**src/rtl/chu_vga_fade_core.sv**
```systemverilog
// Frame-synchronous brightness fader for one video chain slot: scales each
// pixel by L/LVL_MAX and ramps L one level every STEP frames on command.
module chu_vga_fade_core #(
  parameter int CD      = 12,
  parameter int LVL_MAX = 16
) (
  input  logic                       clk,
  input  logic                       reset_n,
  input  logic [10:0]                x,
  input  logic [10:0]                y,
  input  logic                       cs,
  input  logic                       write,
  input  logic [13:0]                addr,
  input  logic [31:0]                wr_data,
  input  logic [CD-1:0]              si_rgb,
  output logic [CD-1:0]              so_rgb,
  output logic [1:0]                 o_dbg_state,
  output logic [$clog2(LVL_MAX):0]   o_dbg_level,
  output logic                       o_dbg_tick
);

  localparam int SH = $clog2(LVL_MAX);
  localparam int LW = SH + 1;
  localparam int CW = CD / 3;
  localparam int PW = CW + LW;
  localparam logic [LW-1:0] L_FULL = LW'(LVL_MAX);

  typedef enum logic [1:0] {
    S_HOLD     = 2'd0,
    S_FADE_OUT = 2'd1,
    S_FADE_IN  = 2'd2
  } state_t;

  state_t          r_state;
  logic [LW-1:0]   r_lvl;
  logic [7:0]      r_cnt;
  logic [7:0]      r_step;
  logic            r_en;
  logic            r_at_origin;
  logic            r_tick_q;
  logic [CD-1:0]   r_s1_rgb;
  logic [LW-1:0]   r_s1_lvl;

  state_t          w_state_nxt;
  logic [LW-1:0]   w_lvl_nxt;
  logic [7:0]      w_cnt_nxt;
  logic [7:0]      w_step_nxt;
  logic            w_en_nxt;
  logic            w_wr;
  logic            w_origin;
  logic            w_tick;
  logic [7:0]      w_step_eff;
  logic            w_step_done;
  logic [LW-1:0]   w_lvl_wr;
  logic [CD-1:0]   w_scaled;
  logic            w_unused_bits;

  // Slot bus: a write is cs & write in one cycle, no backpressure; the
  // addressed register updates on that same clock edge.
  assign w_wr          = cs & write;
  assign w_unused_bits = &{1'b0, addr[13:2], wr_data[31:8]};

  assign w_origin    = (x == 11'd0) && (y == 11'd0);
  assign w_tick      = w_origin && !r_at_origin;
  assign w_step_eff  = (r_step == 8'd0) ? 8'd1 : r_step;
  assign w_step_done = ({1'b0, r_cnt} + 9'd1) >= {1'b0, w_step_eff};
  assign w_lvl_wr    = (wr_data[LW-1:0] > L_FULL) ? L_FULL : wr_data[LW-1:0];

  always_comb begin
    w_state_nxt = r_state;
    w_lvl_nxt   = r_lvl;
    w_cnt_nxt   = r_cnt;
    w_step_nxt  = r_step;
    w_en_nxt    = r_en;
    if (w_wr) begin
      // A register write wins over a coincident tick, which is dropped.
      case (addr[1:0])
        2'd0: begin
          w_en_nxt = wr_data[0];
          if (wr_data[2]) begin
            w_state_nxt = S_FADE_IN;
            w_cnt_nxt   = 8'd0;
          end else if (wr_data[1]) begin
            w_state_nxt = S_FADE_OUT;
            w_cnt_nxt   = 8'd0;
          end
        end
        2'd1: w_step_nxt = wr_data[7:0];
        2'd2: begin
          w_lvl_nxt   = w_lvl_wr;
          w_state_nxt = S_HOLD;
          w_cnt_nxt   = 8'd0;
        end
        default: ;
      endcase
    end else if (w_tick) begin
      case (r_state)
        S_FADE_OUT: begin
          if (r_lvl == '0) begin
            w_state_nxt = S_HOLD;
          end else if (w_step_done) begin
            w_cnt_nxt = 8'd0;
            w_lvl_nxt = r_lvl - LW'(1);
            if (r_lvl == LW'(1)) w_state_nxt = S_HOLD;
          end else begin
            w_cnt_nxt = r_cnt + 8'd1;
          end
        end
        S_FADE_IN: begin
          if (r_lvl == L_FULL) begin
            w_state_nxt = S_HOLD;
          end else if (w_step_done) begin
            w_cnt_nxt = 8'd0;
            w_lvl_nxt = r_lvl + LW'(1);
            if (r_lvl == L_FULL - LW'(1)) w_state_nxt = S_HOLD;
          end else begin
            w_cnt_nxt = r_cnt + 8'd1;
          end
        end
        default: ;
      endcase
    end
  end

  for (genvar i = 0; i < 3; i++) begin : g_ch
    logic [PW-1:0] w_prod;
    assign w_prod = PW'(r_s1_rgb[i*CW +: CW]) * PW'(r_s1_lvl);
    assign w_scaled[i*CW +: CW] = CW'(w_prod >> SH);
  end

  always_ff @(posedge clk or negedge reset_n) begin
    if (!reset_n) begin
      r_state     <= S_HOLD;
      r_lvl       <= L_FULL;
      r_cnt       <= 8'd0;
      r_step      <= 8'd1;
      r_en        <= 1'b0;
      r_at_origin <= 1'b1;
      r_tick_q    <= 1'b0;
      r_s1_rgb    <= '0;
      r_s1_lvl    <= '0;
      so_rgb      <= '0;
    end else begin
      r_state     <= w_state_nxt;
      r_lvl       <= w_lvl_nxt;
      r_cnt       <= w_cnt_nxt;
      r_step      <= w_step_nxt;
      r_en        <= w_en_nxt;
      r_at_origin <= w_origin;
      r_tick_q    <= w_tick;
      r_s1_rgb    <= si_rgb;
      // Disabled fader feeds unity gain into the multiplier: exact passthrough.
      r_s1_lvl    <= r_en ? r_lvl : L_FULL;
      so_rgb      <= w_scaled;
    end
  end

  assign o_dbg_state = r_state;
  assign o_dbg_level = r_lvl;
  assign o_dbg_tick  = r_tick_q;

endmodule
```
**config.mk**
```make
export PLATFORM = sky130hd
export DESIGN_NAME = chu_vga_fade_core
export DESIGN_NICKNAME = d
export VERILOG_FILES = /design/src/rtl/chu_vga_fade_core.sv
export SDC_FILE = /design/constraint.sdc
export NUM_CORES = 1
export LEC_CHECK = 0
export ABC_AREA = 1
export BUFFER_PORTS_ARGS = -buffer_cell sky130_fd_sc_hd__buf_4
export CAP_MARGIN = 20
export CELL_PAD_IN_SITES_DETAIL_PLACEMENT = 0
export CELL_PAD_IN_SITES_GLOBAL_PLACEMENT = 1
export CORE_ASPECT_RATIO = 0.5
export CORE_MARGIN = 2
export CORE_UTILIZATION = 39
export DETAILED_ROUTE_END_ITERATION = 8
export GPL_TIMING_DRIVEN = 0
export PLACE_DENSITY_LB_ADDON = 0.1
export SYNTH_ARGS = -nofsm -noshare
export SYNTH_HDL_FRONTEND = slang
export SYNTH_SLANG_ARGS = --single-unit
```
**constraint.sdc**
```tcl
create_clock -name clk -period 2.9 [get_ports clk]
set_input_delay 0.145 -clock clk [delete_from_list [all_inputs] [get_ports clk]]
set_output_delay 0.145 -clock clk [all_outputs]
set_load 0.01 [all_outputs]
```
==> results of run 1 <==
-- state kept, by name (all words and copies together) (netlist names), 2 cells and up --
name,cells
o_dbg_level,5
so_rgb,12
r_cnt,8
r_s1_lvl,5
r_step,8
r_s1_rgb,12
o_dbg_state,2
-- report_power, final --
| part | internal [W] | switching, W | total (W) |
|---|---|---|---|
| logic | 0.000758 | 0.000943 | 0.00170 |
| clock network | 0.000324 | 0.000299 | 0.000623 |
| registers | 0.000974 | 0.000210 | 0.00118 |
| total | 0.00206 | 0.00145 | 0.00351 |
-- cell type report --
cell class / instances / area [um^2] / area share
Multi-Input combinational cell: 354 / 2350 / 0.464
Tap cell: 140 / 175 / 0.0346
Inverter: 92 / 347 / 0.0685
Timing Repair Buffer: 80 / 633 / 0.125
Sequential cell: 55 / 1380 / 0.273
Clock buffer: 5 / 125 / 0.0247
Clock inverter: 3 / 22.5 / 0.00445
Buffer: 4 / 27.5 / 0.00544
-- metal layers --
metal	track usage	vias up	wire length, um
li1	-	1755	-
met1	0.237	1553	4380
met2	0.274	63	3830
met3	0.0359	4	359
met4	0.0314	0	63
met5	0	-	0
-- worst min-delay path: stages --
cell and delay [ps]:
buf_4 80, nor2_1 30, a21oi_1 90
-- kinds of logic (layout without fill, tap and decap cells) --
kind of cell | Yosys count | in the layout
compound gates | 42 | 42
xor+xnor | 24 | 24
fa+ha+maj | 56 | 56
buf+inv | 99 | 184
flops | 55 | 55
simple gates | 232 | 232
-- metrics by stage --
| stage | setup TNS (ps) | hold slack, ps |
|---|---|---|
| after global placement | -234 | 251 |
| after detailed placement | -176 | 255 |
| after CTS | 0 | 85.7 |
| final | 0 | 85.6 |
| after floorplan | 0 | -151 |
| after global routing | 0 | 93.5 |
-- cell usage in the layout, fill, tap and decap left out, types with 2 or more instances in the layout --
cell,synthesis,routed
nand4_1,9,9
inv_1,90,90
clkbuf_16,0,5
a211oi_1,3,2
nand3_1,31,31
dfrtp_1,52,50
o21ai_2,8,8
clkinv_2,1,2
buf_4,0,68
dfstp_2,3,3
xnor2_1,10,10
xor2_1,14,14
nand2_4,2,2
nor2_1,31,31
fa_1,15,15
ha_1,41,40
dlygate4sd3_1,0,13
nor2_4,2,2
o21ai_0,10,10
nand2_1,136,136
dfrtp_2,0,2
nor2_2,5,5
o22ai_1,2,2
a21oi_1,15,15
nand3b_1,2,2
nand2_2,5,5
nand3_2,3,3
-- what timing repair did --
item,in CTS,in global routing
gates cloned,0,0
hold endpoints to repair,64,0
endpoints found under the setup margin,2,3
resized for setup,1,5
hold buffers,13,0
-- worst min path at each step --
stage / startpoint / end / cells past startpoint
floorplan: reset_n / o_dbg_level[0] / 0
global placement: reset_n / so_rgb[10] / 1
detailed placement: reset_n / so_rgb[10] / 1
CTS: wr_data[7] / r_step[7] / 3
global route: wr_data[7] / r_step[7] / 3
finish: wr_data[7] / r_step[7] / 3
==> out/qor.yml, run 1 <==
outcome:
  status: "complete, no violations"
route:
  drt_wl_total_mm: 8.63
  avgViaCountPerCell: 4.60
  drc: 0
  ant_nets: 0
  wl_per_cell_um: 11.8
  first_pass_iters: 5
  drtIter0Drc: 84
  vias: 3375
yosys:
  ys_seq_area_frac: 0.336
  ys_warn_count: 0
  synth_top_cell_by_area: "dfrtp_1"
  async_reset_ff_frac: 1.00
  syn-instance-count: 508
  syn-num-nets: 648
  avgSynthCellArea_um2: 8.08
  yosysTopAreaCellShare: 0.317
  synth_top_family_by_area: "simple AND/OR/NAND/NOR gates"
  ys_types: 37
  synthesis.area_um2: 4110
  synthSimpleGateAreaFrac: 0.255
  ys_ff_latch: 55
  synthMuxAreaShare: 0
  yosysMostFrequentCell: "nand2_1"
  ys_top_cells_by_area: "dfrtp_1 32%, ha_1 12%, nand2_1 12%"
  synthFlopType: "dfrtp_1"
  yosys.area_share.adder: 0.198
  synthTopCellsByCount: "136 x nand2_1, 90 x inv_1, 52 x dfrtp_1"
  synth_compound_area_frac: 0.0661
  synth-xor-area-share: 0.0512
  synth_edf_count: 0
place:
  numPortBuffers: 67
  place_ws_ps: -154
  dp_cells: 715
  hpwl_mm: 6.71
  dpl_cell_area_um2: 4780
  gp_congestion: 0.770
clock_network:
  cts_htree_levels: 2
  cts_made_buffers: 5
  cts_sinks: 55
  clkTransAtPathRegs_ps: 80
  clock_path_buffers: 2
  root_buffer: "clkbuf_16"
  post_cts_buffers: 0
  cts_tree: "done"
  clk_latency_ps: 300
sta:
  timing.fmax_mhz: 367
  finalCritPeriodShare: 0.939
  drv_slew: 0
  min_period_ps: 2720
  max_slew_margin: 0.528
  timing.final.ws_setup_ps: 178
  fin_skew_ps: 7.43
  hold_viol: 0
  rsz0062_at_grt: "no"
  finalSetupViolCount: 0
  worst_slew_pin_slew_ps: 708
die:
  start_util: 0.402
  die-height_um: 76.5
  core_area_um2: 10200
  io_pins: 104
  rows: 26
  fp.dieArea_um2: 11400
  die_x_um: 149
setup_path:
  crit_required_ps: 3090
  r2r_end: "so_rgb[11]"
  critPathSlowestCell: "fa_1"
  r2r_start: "r_s1_lvl[1]"
  end_kind: "register"
  cpPeakStageDelay_ps: 500
  reg2reg_depth: 11
  critPathCapture: "so_rgb[11]"
  path_cells: "buf_4 -> nand2_1 -> inv_1 -> fa_1 -> fa_1 -> ha_1 -> nand2_1 -> a21oi_1 -> a211oi_1 -> nand2_1 -> xnor2_1"
  crit_start: "r_s1_lvl[1]"
  critPathLaunchType: "register"
  cp.arrival_ps: 2910
  path_class: "reg2reg"
  cp_num_cells: 11
  rrSetupSlack_ps: 180
  worstPathMaxFanout: 10
  crit_family: "adder cells"
  critPathBufInv: 2
  path_common_cell: "nand2_1"
cells_and_area:
  drive_above_1_share: 0.196
  syn2layout_area_growth_pct: 23.3
  fillers: 1035
  final_cells: 733
  stdcell_area_um2: 5060
  nets: 732
  fin_util: 0.496
  antenna_cells: 0
power:
  p_leak_nw: 2.84
  ir_worst_vdd_v: 0.000256
  power.total_w: 0.00351
  powerDensity_nw_per_um2: 693
global_routing:
  grt_overflow: 0
  track_usage: 0.170
  grt_max_degree: 56
  grt_pass1_wl_mm: 15.6
  antenna_found_initial: 0
  grt_pass1_vias: 3342
run:
  maxCapViolCount: 0
hold_path:
  hp-class: "in2reg"
No activity file was read; power rests on OpenSTA's default activity.
==> inputs of run 2 (changes only) <==
--- a/config.mk
+++ b/config.mk
@@ -14,7 +14,6 @@
 export CORE_MARGIN = 2
 export CORE_UTILIZATION = 39
 export DETAILED_ROUTE_END_ITERATION = 8
-export GPL_TIMING_DRIVEN = 0
 export PLACE_DENSITY_LB_ADDON = 0.1
 export SYNTH_ARGS = -nofsm -noshare
 export SYNTH_HDL_FRONTEND = slang
==> run 2 against run 1 <==
Against the previous run:
- setup slack improved by 55 ps
- core utilization increased by 0.33 points
- worst hold slack improved by 4.5 ps
- non-clock buffer count increased by 4
- power increased by 2.1%
- combinational power increased by 3%
- sequential share of layout area decreased by 0.16 points
- cell area increased by 0.67%
- critical endpoint is now so_rgb[3]
- largest cell class unchanged
- largest power group unchanged
==> out/qor.yml, run 2 (synthesis gave the netlist of run 1 again) <==
route:
  drtIter0Drc: 113  # was 84
  avgViaCountPerCell: 4.56  # was 4.60
  first_pass_iters: 4  # was 5
  drt_wl_total_mm: 8.67  # was 8.63 mm
  ant_nets: 0  # unchanged
  drc: 0  # unchanged
  vias: 3363  # was 3375
  wl_per_cell_um: 11.8  # about the same
clock_network:
  clkTransAtPathRegs_ps: 70  # was 80 ps
  cts_htree_levels: 2  # unchanged
  cts_made_buffers: 5  # unchanged
  cts_tree: "done"  # unchanged
  root_buffer: "clkbuf_16"  # unchanged
  post_cts_buffers: 0  # unchanged
  clock_path_buffers: 2  # unchanged
  cts_sinks: 55  # unchanged
  clk_latency_ps: 300  # about the same
hold_path:
  hold_start: "wr_data[7]"  # unchanged
  hold_end: "r_step[7]"  # unchanged
  hold_depth: 3  # unchanged
  hp-class: "in2reg"  # unchanged
place:
  hpwl_mm: 6.61  # was 6.71 mm
  numPortBuffers: 67  # unchanged
  gp_congestion: 0.749  # was 0.770
  place_ws_ps: 121  # was -154 ps
  dp_cells: 716  # was 715
global_routing:
  track_usage: 0.168  # was 0.170
  grt_pass1_vias: 3365  # was 3342
  antenna_found_initial: 0  # unchanged
  grt_overflow: 0  # unchanged
  grt_pass1_wl_mm: 15.5  # was 15.6 mm
  grt_max_degree: 56  # unchanged
setup_path:
  r2r_start: "r_s1_lvl[0]"  # was r_s1_lvl[1]
  rrSetupSlack_ps: 230  # was 180 ps
  end_kind: "register"  # unchanged
  path_class: "reg2reg"  # unchanged
  reg2reg_depth: 10  # was 11
  critPathLaunchType: "register"  # unchanged
  worstPathMaxFanout: 9  # was 10
  r2r_end: "so_rgb[3]"  # was so_rgb[11]
  crit_required_ps: 3080  # was 3090 ps
  cp.arrival_ps: 2840  # was 2910 ps
sta:
  drv_slew: 0  # unchanged
  max_slew_margin: 0.521  # was 0.528
  timing.fmax_mhz: 375  # was 367 MHz
  fin_skew_ps: 6.84  # was 7.43 ps
  hold_viol: 0  # unchanged
  timing.final.ws_setup_ps: 233  # was 178 ps
  setup_tns_ps: 0  # unchanged
  min_period_ps: 2670  # was 2720 ps
  holdWs_ps: 90.0  # was 85.6 ps
  finalCritPeriodShare: 0.920  # was 0.939
  rsz0062_at_grt: "no"  # unchanged
  worst_slew_pin_slew_ps: 718  # was 708 ps
  finalSetupViolCount: 0  # unchanged
die:
  core_area_um2: 10200  # unchanged
  io_pins: 104  # unchanged
  die-height_um: 76.5  # unchanged
  fp.dieArea_um2: 11400  # unchanged
  die_x_um: 149  # unchanged
  rows: 26  # unchanged
  start_util: 0.402  # unchanged
cells_and_area:
  final_cells: 737  # was 733
  drive_above_1_share: 0.201  # was 0.196
  final_cell_mix: "136 x nand2_1, 90 x inv_1, 75 x buf_4"  # was 136 x nand2_1, 90 x inv_1, 68 x buf_4
  nets: 736  # was 732
  antenna_cells: 0  # unchanged
  syn2layout_area_growth_pct: 24.1  # was 23.3%
  top_regs: "r_s1_rgb x12, so_rgb x12"  # unchanged
  final_common_cell: "nand2_1"  # unchanged
run:
  maxCapViolCount: 0  # unchanged
power:
  p_leak_nw: 2.87  # was 2.84 nW
  power.total_w: 0.00358  # was 0.00351 W
  powerDensity_nw_per_um2: 703  # was 693 nW/um^2
  ir_worst_vdd_v: 0.000244  # was 0.000256 V
outcome:
  status: "complete, no violations"  # unchanged
-- run 2: worst max path at each step --
stage,start,end
3_5_place_dp,r_s1_lvl[3],so_rgb[3]
6_report,r_s1_lvl[0],so_rgb[3]
4_1_cts,r_s1_lvl[3],so_rgb[3]
3_3_place_gp,r_s1_lvl[2],so_rgb[3]
5_1_grt,r_s1_lvl[0],so_rgb[3]
2_1_floorplan,r_s1_lvl[2],so_rgb[3]
-- run 2: critical path, stage by stage, from the launching register on --
cell and delay (ps):
dfrtp_1 540, nand2_1 130, fa_1 530, fa_1 550, inv_1 40, ha_1 200, nand2_1 60, a21oi_1 60
a211oi_1 200, nand2_1 100, xnor2_1 140
-- run 2: per-layer routing --
layer  vias up  track usage  part of all wire
li1       1762            -                 -
met1      1543        0.227              0.49
met2        54        0.276              0.46
met3         4       0.0395             0.040
met4         0       0.0362            0.0080
met5         -            0                 0
-- run 2: repair_timing --
action                                  CTS  global route
endpoints found under the setup margin    0             2
gates resized for setup                   0             3
endpoints found under the hold margin    64             0
hold buffers                             13             0
-- run 2: stage by stage --
stage / cell area, um^2 / utilization
after CTS: 5090 / 0.499
after global routing: 5100 / 0.499
after detailed placement: 4810 / 0.471
after floorplan: 4110 / -
after global placement: 4810 / 0.471
final: 5100 / 0.499
-- run 2: report_power, final --
part | switching, W | internal, W
clock | 0.000292 | 0.000346
combinational | 0.000949 | 0.000800
sequential | 0.000220 | 0.000975
-- run 2: cell type report --
class	count	area, um^2
sequential	55	1380
inverter	92	347
multi-input combinational	354	2340
fill	991	5120
clock inverter	2	16.3
timing repair buffer	88	693
tap	140	175
clock buffer	6	139
==> inputs of run 3 (changes only) <==
--- a/config.mk
+++ b/config.mk
@@ -14,7 +14,9 @@
 export CORE_MARGIN = 2
 export CORE_UTILIZATION = 39
 export DETAILED_ROUTE_END_ITERATION = 8
+export HOLD_SLACK_MARGIN = 0.12
 export PLACE_DENSITY_LB_ADDON = 0.1
+export RECOVER_POWER = 100
 export SYNTH_ARGS = -nofsm -noshare
 export SYNTH_HDL_FRONTEND = slang
 export SYNTH_SLANG_ARGS = --single-unit
==> run 3 against run 2 <==
Against the previous run:
- cell area down 1.6%
- combinational power down 6%
- global-route usage up 0.14 points
- worst hold slack better by 39 ps
- clock skew about the same
- critical endpoint unchanged
- largest cell class unchanged
==> out/qor.yml, run 3 (synthesis gave the netlist of run 1 again) <==
place:
  numPortBuffers: 67  # unchanged
  dpl_cell_area_um2: 4810  # unchanged
  gp_congestion: 0.749  # unchanged
  hpwl_mm: 6.61  # unchanged
global_routing:
  track_usage: 0.170  # was 0.168
  grt_pass1_vias: 3404  # was 3365
  grt_pass1_wl_mm: 15.7  # was 15.5 mm
  grt_overflow: 0  # unchanged
  grt_max_degree: 56  # unchanged
  antenna_found_initial: 0  # unchanged
setup_path:
  rrSetupSlack_ps: 230  # about the same
  worstPathMaxFanout: 9  # unchanged
  end_kind: "register"  # unchanged
  path_class: "reg2reg"  # unchanged
  cp.arrival_ps: 2850  # was 2840 ps
  reg2reg_depth: 10  # unchanged
  critPathLaunchType: "register"  # unchanged
  crit_start: "r_s1_lvl[0]"  # unchanged
  r2r_end: "so_rgb[3]"  # unchanged
  r2r_start: "r_s1_lvl[0]"  # unchanged
  crit_required_ps: 3080  # about the same
route:
  drtIter0Drc: 114  # was 113
  ant_nets: 0  # unchanged
  vias: 3381  # was 3363
  avgViaCountPerCell: 4.56  # about the same
  drc: 0  # unchanged
  first_pass_iters: 4  # unchanged
  drt_wl_total_mm: 8.74  # was 8.67 mm
  wl_per_cell_um: 11.8  # about the same
sta:
  min_period_ps: 2670  # about the same
  fin_skew_ps: 7.32  # was 6.84 ps
  rsz0062_at_grt: "no"  # unchanged
  finalSetupViolCount: 0  # unchanged
  setup_tns_ps: 0  # unchanged
  drv_slew: 0  # unchanged
  max_slew_margin: 0.0614  # was 0.521
  hold_viol: 0  # unchanged
  holdWs_ps: 129  # was 90.0 ps
  worst_slew_pin_slew_ps: 1410  # was 718 ps
  timing.fmax_mhz: 374  # was 375 MHz
  finalCritPeriodShare: 0.922  # was 0.920
outcome:
  status: "complete, no violations"  # unchanged
hold_path:
  hold_end: "r_step[3]"  # was r_step[7]
  hp-class: "in2reg"  # unchanged
  hold_depth: 3  # unchanged
  hold_start: "wr_data[3]"  # was wr_data[7]
cells_and_area:
  final_cell_mix: "137 x nand2_1, 90 x inv_1, 49 x dfrtp_1"  # was 136 x nand2_1, 90 x inv_1, 75 x buf_4
  nets: 740  # was 736
  syn2layout_area_growth_pct: 22.2  # was 24.1%
  antenna_cells: 0  # unchanged
  stdcell_area_um2: 5020  # was 5100 um^2
  final_common_cell: "nand2_1"  # unchanged
  fin_util: 0.491  # was 0.499
  top_regs: "r_s1_rgb x12, so_rgb x12"  # unchanged
  drive_above_1_share: 0.148  # was 0.201
die:
  start_util: 0.402  # unchanged
  die_x_um: 149  # unchanged
  die-height_um: 76.5  # unchanged
  io_pins: 104  # unchanged
  core_area_um2: 10200  # unchanged
  fp.dieArea_um2: 11400  # unchanged
  rows: 26  # unchanged
clock_network:
  clock_path_buffers: 2  # unchanged
  clkTransAtPathRegs_ps: 70  # about the same
  cts_tree: "done"  # unchanged
  root_buffer: "clkbuf_16"  # unchanged
  cts_htree_levels: 2  # unchanged
  cts_sinks: 55  # unchanged
  clk_latency_ps: 300  # about the same
  cts_made_buffers: 5  # unchanged
run:
  maxCapViolCount: 0  # unchanged
power:
  p_leak_nw: 2.78  # was 2.87 nW
  ir_worst_vdd_v: 0.000245  # was 0.000244 V
  powerDensity_nw_per_um2: 691  # was 703 nW/um^2
[run 3: cell types whose count changed in the layout (fill, tap and decap cells not counted), moves of 4 or more]
cell,change
buf_4,-36
clkbuf_1,+21
clkbuf_4,+14
dlygate4sd3_1,+4
o21ai_0,+7
o21ai_2,-7
[run 3: repair_timing]
item,CTS,global route
endpoints found under the setup margin,0,2
resized for setup,0,3
hold buffers,17,0
hold endpoints to repair,68,0
buffers inserted,0,0
[run 3: where the power goes]
part | leakage [nW] | switching, W | internal, W | total [W]
registers | 0.668 | 0.000216 | 0.000973 | 0.00119
logic | 2.03 | 0.000938 | 0.000699 | 0.00164
clock network | 0.0731 | 0.000294 | 0.000346 | 0.000640
total | 2.78 | 0.00145 | 0.00202 | 0.00347
[run 3: critical path, cell delays in order (launching register included)]
cell and delay, ps:
dfrtp_1 540, nand2_1 130, fa_1 530, fa_1 550, inv_1 40, ha_1 200, nand2_1 60, a21oi_1 60
a211oi_1 200, nand2_1 100, xnor2_1 140
[run 3: stage by stage]
stage,total power [W],std cells,setup WS [ps]
detailed placement,0.00295,716,121
global route,0.00383,741,23.9
global placement,0.00293,716,162
finish,0.00347,741,225
floorplan,0.00236,508,204
CTS,0.00364,741,101
[run 3: area by class of cell]
| class | count | area [um^2] |
|---|---|---|
| Fill cell | 1037 | 5200 |
| Multi-Input combinational cell | 354 | 2300 |
| Sequential cell | 55 | 1380 |
| Timing Repair Buffer | 92 | 652 |
| Inverter | 92 | 347 |
| Tap cell | 140 | 175 |
| Clock buffer | 6 | 139 |
| Clock inverter | 2 | 16.3 |
[run 3: how the worst max path moves through the flow]
stage	endpoint	slack, ps	depth (start not counted)
after floorplan	so_rgb[3]	200	11
after global placement	so_rgb[3]	160	10
after detailed placement	so_rgb[3]	120	10
after CTS	so_rgb[3]	100	10
after global routing	so_rgb[3]	20	10
final	so_rgb[3]	230	10
[run 3: metal layers]
metal | share of wire | global-route usage | up-vias
met5 | 0 | 0 | -
met4 | 0.0078 | 0.0362 | 0
met3 | 0.039 | 0.0377 | 4
met2 | 0.46 | 0.280 | 55
met1 | 0.50 | 0.229 | 1552
li1 | - | - | 1770
